$ cat src/rtl/fetch_align_q.sv
// fetch_align_q: second fetch stage with an integrated instruction queue.
// Takes aligned fetch blocks from instruction memory. Drops slots that lie
// below the fetch PC offset or are masked off. Packs the survivors in program
// order into a circular queue and tags each one with a running age. Presents
// up to FETCH_WIDTH of the oldest instructions to dispatch every cycle.
module fetch_align_q #(
    parameter int FETCH_WIDTH = 2,
    parameter int DEPTH       = 16,
    parameter int AGE_W       = 16
) (
    input  logic                                clk,
    input  logic                                rst,
    input  logic                                flush,
    input  logic                                resp_valid,
    output logic                                resp_ready,
    input  logic [31:0]                         resp_pc,
    input  logic [FETCH_WIDTH*32-1:0]           resp_data,
    input  logic [FETCH_WIDTH-1:0]              resp_mask,
    input  logic [FETCH_WIDTH-1:0]              resp_pred,
    output logic [FETCH_WIDTH-1:0]              deq_valid,
    output logic [FETCH_WIDTH*32-1:0]           deq_inst,
    output logic [FETCH_WIDTH*32-1:0]           deq_pc,
    output logic [FETCH_WIDTH-1:0]              deq_pred,
    output logic [FETCH_WIDTH*AGE_W-1:0]        deq_age,
    input  logic [$clog2(FETCH_WIDTH+1)-1:0]    deq_count,
    output logic [$clog2(DEPTH+1)-1:0]          occupancy
);

    localparam int PTR_W = $clog2(DEPTH);
    localparam int OCC_W = $clog2(DEPTH + 1);
    localparam int CNT_W = $clog2(FETCH_WIDTH + 1);
    // Byte offset bits inside one fetch block.
    localparam logic [31:0] BLK_OFS_MASK = 32'(FETCH_WIDTH * 4 - 1);
    // Highest occupancy at which a full block is still guaranteed to fit.
    localparam logic [OCC_W-1:0] READY_LIMIT = OCC_W'(DEPTH - FETCH_WIDTH);

    // Queue control state
    logic [PTR_W-1:0]  head_reg, head_next;
    logic [PTR_W-1:0]  tail_reg, tail_next;
    logic [OCC_W-1:0]  occ_reg, occ_next;
    logic [AGE_W-1:0]  age_ctr_reg, age_ctr_next;

    // Queue storage. No valid bits: validity comes from occupancy alone.
    logic [31:0]       mem_inst [DEPTH];
    logic [31:0]       mem_pc   [DEPTH];
    logic              mem_pred [DEPTH];
    logic [AGE_W-1:0]  mem_age  [DEPTH];

    // Incoming block decode
    logic [CNT_W-1:0]        word_off;
    logic [31:0]             block_base;
    logic [FETCH_WIDTH-1:0]  keep;
    logic [CNT_W-1:0]        slot_rank [FETCH_WIDTH];
    logic [CNT_W-1:0]        kept_cnt;
    logic [CNT_W-1:0]        enq_cnt;
    logic                    enq_fire;

    // Compacted block, position k holds the k-th kept slot
    logic [31:0]             comp_inst [FETCH_WIDTH];
    logic [31:0]             comp_pc   [FETCH_WIDTH];
    logic [FETCH_WIDTH-1:0]  comp_pred;

    // Per-position write/read addresses and enqueue ages
    logic [PTR_W-1:0]        wr_idx [FETCH_WIDTH];
    logic [AGE_W-1:0]        wr_age [FETCH_WIDTH];
    logic [PTR_W-1:0]        rd_idx [FETCH_WIDTH];

    // Acceptance depends only on registered occupancy and flush, never on
    // deq_count, so there is no combinational path from dispatch back to fetch.
    assign resp_ready = !flush && (occ_reg <= READY_LIMIT);
    assign enq_fire   = resp_valid && resp_ready;
    assign enq_cnt    = enq_fire ? kept_cnt : '0;
    assign occupancy  = occ_reg;

    // Aligned block base: PC with the in-block byte offset cleared.
    assign block_base = resp_pc & ~BLK_OFS_MASK;

    // Word offset of the first wanted instruction inside the block.
    generate
        if (FETCH_WIDTH > 1) begin : g_word_off
            assign word_off = CNT_W'(resp_pc[$clog2(FETCH_WIDTH)+1:2]);
        end else begin : g_no_word_off
            assign word_off = '0;
        end
    endgenerate

    // A slot survives when fetch_1 marked it valid and it is not before the PC.
    genvar gi;
    generate
        for (gi = 0; gi < FETCH_WIDTH; gi++) begin : g_keep
            assign keep[gi] = resp_mask[gi] && (CNT_W'(gi) >= word_off);
        end
    endgenerate

    // Rank each slot among the kept slots (prefix count) and count the survivors.
    always_comb begin
        kept_cnt = '0;
        for (int i = 0; i < FETCH_WIDTH; i++) begin
            slot_rank[i] = kept_cnt;
            if (keep[i]) begin
                kept_cnt = kept_cnt + CNT_W'(1);
            end
        end
    end

    // Compact kept slots into consecutive positions in ascending slot order.
    always_comb begin
        comp_pred = '0;
        for (int k = 0; k < FETCH_WIDTH; k++) begin
            comp_inst[k] = '0;
            comp_pc[k]   = '0;
            for (int i = 0; i < FETCH_WIDTH; i++) begin
                if (keep[i] && (slot_rank[i] == CNT_W'(k))) begin
                    comp_inst[k] = resp_data[32*i +: 32];
                    comp_pc[k]   = block_base + 32'(4 * i);
                    comp_pred[k] = resp_pred[i];
                end
            end
        end
    end

    // Write and read addresses wrap naturally at the pointer width.
    generate
        for (gi = 0; gi < FETCH_WIDTH; gi++) begin : g_addr
            assign wr_idx[gi] = tail_reg + PTR_W'(gi);
            assign wr_age[gi] = age_ctr_reg + AGE_W'(gi);
            assign rd_idx[gi] = head_reg + PTR_W'(gi);
        end
    endgenerate

    // Head window: oldest-first combinational read, thermometer valid.
    generate
        for (gi = 0; gi < FETCH_WIDTH; gi++) begin : g_deq
            assign deq_valid[gi]                = (OCC_W'(gi) < occ_reg);
            assign deq_inst[32*gi +: 32]        = mem_inst[rd_idx[gi]];
            assign deq_pc[32*gi +: 32]          = mem_pc[rd_idx[gi]];
            assign deq_pred[gi]                 = mem_pred[rd_idx[gi]];
            assign deq_age[AGE_W*gi +: AGE_W]   = mem_age[rd_idx[gi]];
        end
    endgenerate

    // Next pointers, occupancy and age; flush overrides any enqueue/dequeue.
    always_comb begin
        head_next    = head_reg;
        tail_next    = tail_reg;
        occ_next     = occ_reg;
        age_ctr_next = age_ctr_reg;
        if (flush) begin
            head_next    = '0;
            tail_next    = '0;
            occ_next     = '0;
            age_ctr_next = '0;
        end else begin
            head_next    = head_reg + PTR_W'(deq_count);
            tail_next    = tail_reg + PTR_W'(enq_cnt);
            age_ctr_next = age_ctr_reg + AGE_W'(enq_cnt);
            occ_next     = occ_reg + OCC_W'(enq_cnt) - OCC_W'(deq_count);
        end
    end

    // Control state register with asynchronous reset.
    always_ff @(posedge clk or posedge rst) begin
        if (rst) begin
            head_reg    <= '0;
            tail_reg    <= '0;
            occ_reg     <= '0;
            age_ctr_reg <= '0;
        end else begin
            head_reg    <= head_next;
            tail_reg    <= tail_next;
            occ_reg     <= occ_next;
            age_ctr_reg <= age_ctr_next;
        end
    end

    // Queue storage write: compacted instructions land at tail, tail+1, ...
    always_ff @(posedge clk) begin
        for (int k = 0; k < FETCH_WIDTH; k++) begin
            if (enq_fire && (CNT_W'(k) < kept_cnt)) begin
                mem_inst[wr_idx[k]] <= comp_inst[k];
                mem_pc[wr_idx[k]]   <= comp_pc[k];
                mem_pred[wr_idx[k]] <= comp_pred[k];
                mem_age[wr_idx[k]]  <= wr_age[k];
            end
        end
    end

endmodule

$ cat config.mk
export PLATFORM = sky130hd
export DESIGN_NAME = fetch_align_q
export DESIGN_NICKNAME = d
export VERILOG_FILES = /design/src/rtl/fetch_align_q.sv
export SDC_FILE = /design/constraint.sdc
export NUM_CORES = 2
export LEC_CHECK = 0
export ABC_AREA = 1
export CAP_MARGIN = 20
export CORE_ASPECT_RATIO = 1.1
export CORE_UTILIZATION = 40
export DETAILED_ROUTE_END_ITERATION = 10
export PLACE_DENSITY_LB_ADDON = 0.2
export SLEW_MARGIN = 20
export SYNTH_ARGS = -nofsm -noshare
export SYNTH_HDL_FRONTEND = slang
export SYNTH_SLANG_ARGS = --single-unit
export TNS_END_PERCENT = 10
$ cat constraint.sdc
create_clock -name clk -period 4.89 [get_ports clk]
set_input_delay 0.978 -clock clk [delete_from_list [all_inputs] [get_ports clk]]
set_output_delay 0.978 -clock clk [all_outputs]
set_load 0.02 [all_outputs]
==> qor.txt <==
Status - complete, but fails checks
Failing checks - setup timing
Worst-Margin Slew - 1.264 ns
Cells after Synth - 11439
Worst-path clk slew - 0.06 ns
Combinational Power Share - 0.265
Row count - 176
CP Capture Type - output pin
Final setup violation count - 1
Initial core utilization - 0.4022
Total Die Area - 211700 um2
Nets - 11037
CP arrival - 3.91 ns
Die Y - 482.5 um
Max-cap violations - 0
DR vias - 83296
Synthesis-stage register bit count - 1293
Setup Skew - 0.03856 ns
Layout cells sized above 1 - 0.04455
Area occupied by multi-input gates - 37970 um2
Area contributors post-synth - edfxtp_1 (45%), nand2_1 (18%), nand3_1 (12%)
Synth top area share - 0.4521
Commonest register cell after synthesis - edfxtp_1
Initial antenna violation count - 10
H-tree depth - 4
Synth warnings - 0
Final Hold Vio Count - 0
Routed len/inst - 25.88 um
CTS Buffer Depth - 3
Mean post-synth cell area - 7.340 um2
Core Footprint - 208800 um2
Min cycle time layout - 4.892 ns
Critical Path RT - 3.91 ns
Grt ovf - 0
Hpwl dp - 177400 um
Dpl cell area - 88020 um2
Max FFs per register - 512
Place WS - 0.4760 ns
Non-Filler Instances - 13783
# DRC - 0
Via density - 6.043
Nature of the critical path startpoint - flop
Synth async-reset ratio - 0.02243
Setup ws final - -0.002371 ns
Port-buffer cells - 269
P_int - 0.02119 W
Cell variety after synth - 36
Post-CTS Hold Buffers - 0
Commonest cells in the netlist - nand2_1 (3951), nand3_1 (2091), edfxtp_1 (1264)
Worst Setup Path Type - flop to output pin
Fillers - 20332
Sequential cell area - 38700 um2
Finished Cell Area - 92880 um2
CTS sink count - 1293
VDD IR max - 0.3382 mV
P per Cell Area - 344.3 nW/um2
Synthesis-to-layout area growth - 10.63%
CTS tree - built
DR iter-0 viols - 11818
Total GRT Usage - 0.3242
Worst slew margin - 0.1573
Slew Viols, Final - 0
Most frequent cell after synthesis - nand2_1
Fin Hold WS - 0.5257 ns
Leakage - 38.42 nW
Total CTS buffers - 148
FF-to-FF path depth - 16
Io pins - 276
# placed instances - 13512
DRT Wirelength - 356700 um
Layout Utilization - 0.4449
Flop pwr share - 0.387
Clk network pwr share - 0.348
Post-synth top area cell - edfxtp_1
Hold WC Path Type - flop to flop
Later-pin clock latency in the skew report - 0.84 ns
First-pass GRT wire length - 505700 um
NetSw - 0.01079 W
DIE WIDTH - 438.8 um
Sw Ratio - 0.3373
Period utilisation layout - 1.000
Worst-path fanout max - 110
Final ANT Viol Nets - 0
Mapped Area - 83960 um2
Max Freq - 0.2044 GHz
Unrepaired setup endpoints after global routing - true
Number of global-route vias before repair - 75027
Clk root buf - clkbuf_16
Hold path depth - 1
Post-synthesis sequential area ratio - 0.4607
Post-synth EDFFs - 1264
Largest net degree at the start of global routing - 260
Drt first pass iters - 8
Final Wtd Congestion - 0.8498
[stage by stage]
stage	total power [W]	TNS, ns
3_5_place_dp	0.02086	0
4_1_cts	0.03182	-0.02620
2_1_floorplan	0.01764	0
3_3_place_gp	0.02076	0
5_1_grt	0.03300	-0.06262
6_report	0.03198	-0.002371
[layer usage]
metal	vias up	part of all wire	wire [um]	track usage
met4	6	0.061	21720	0.1778
met3	1140	0.12	44000	0.06068
met1	39323	0.37	131700	0.4193
met5	-	0.00010	37	0
li1	37338	-	-	-
met2	5489	0.45	159200	0.5117
[path summary, 6_finish.rpt]
kind                               from              end  slack [ns]
max                         head_reg[1]       deq_pc[54]      -0.002
min                         tail_reg[2]      tail_reg[2]        0.53
max reg2reg                occupancy[4]  age_ctr_reg[10]        1.10
min reg2reg                 tail_reg[2]      tail_reg[2]        0.53
max in group asynchronous           rst   age_ctr_reg[1]        3.70
min in group asynchronous           rst     occupancy[2]        0.57
[repair_timing]
item / 4_1_cts / 5_1_grt
endpoints found under the hold margin: 0 / 0
gates resized for setup: 11 / 14
setup buffers: 0 / 1
setup endpoints to repair: 62 / 87
gates cloned: 0 / 3
[cell type report]
cell class | count | area share
inverter | 710 | 0.02908
sequential | 1293 | 0.4166
antenna | 3 | 0.00008083
clock buffer | 181 | 0.04223
timing repair buffer | 471 | 0.05828
multi-input combinational | 8284 | 0.4088
tap | 2759 | 0.03717
clock inverter | 82 | 0.007719
[power by group through the flow]
stage          Clock (W)  Sequential, W  Combinational [W]
3_3_place_gp           0         0.0126            0.00815
6_report          0.0111         0.0124            0.00849
3_5_place_dp           0         0.0126            0.00826
4_1_cts           0.0111         0.0124            0.00831
2_1_floorplan          0         0.0126            0.00506
5_1_grt           0.0115         0.0124            0.00910
[cell usage in the layout, fill, tap and decap left out, types with 10 or more instances in the layout]
cell type        instances
clkbuf_16              155
buf_12                  78
clkinv_2                26
dfrtp_1                 25
nand3_1               2083
edfxtp_1              1264
ha_1                    15
buf_4                  112
clkinv_1                31
nand3_4                 16
clkbuf_1                28
nor2_1                 192
clkdlybuf4s50_1        256
o21ai_0                863
nand2_1               3934
a21oi_1                651
nand2_4                 16
o211ai_1               316
bufinv_16               10
inv_1                  702
nor2_4                  20
o21ai_1                102
o21a_1                  30
[critical path, stage by stage, from the launching register on]
cell and delay [ns]:
dfrtp_4 0.63, ha_4 0.44, buf_16 0.68, nand2_1 0.14
nand3_1 0.11, nand3_1 0.12, nand2_1 0.21, clkdlybuf4s50_1 0.64
[logic make-up (layout without fill, tap and decap cells)]
logic type | count (synthesis) | count (layout) | share of synthesized area
other | 1 | 7 | 0.00004467
buffers and inverters | 1865 | 1444 | 0.09256
and+or+nand+nor | 6281 | 6281 | 0.3136
xor gates and xnor gates | 11 | 11 | 0.001595
AOI/OAI and AO/OA | 1965 | 1965 | 0.1276
adders and majority gates | 23 | 23 | 0.003875
DFF | 1293 | 1293 | 0.4607
No activity file was read; power rests on OpenSTA's default activity.
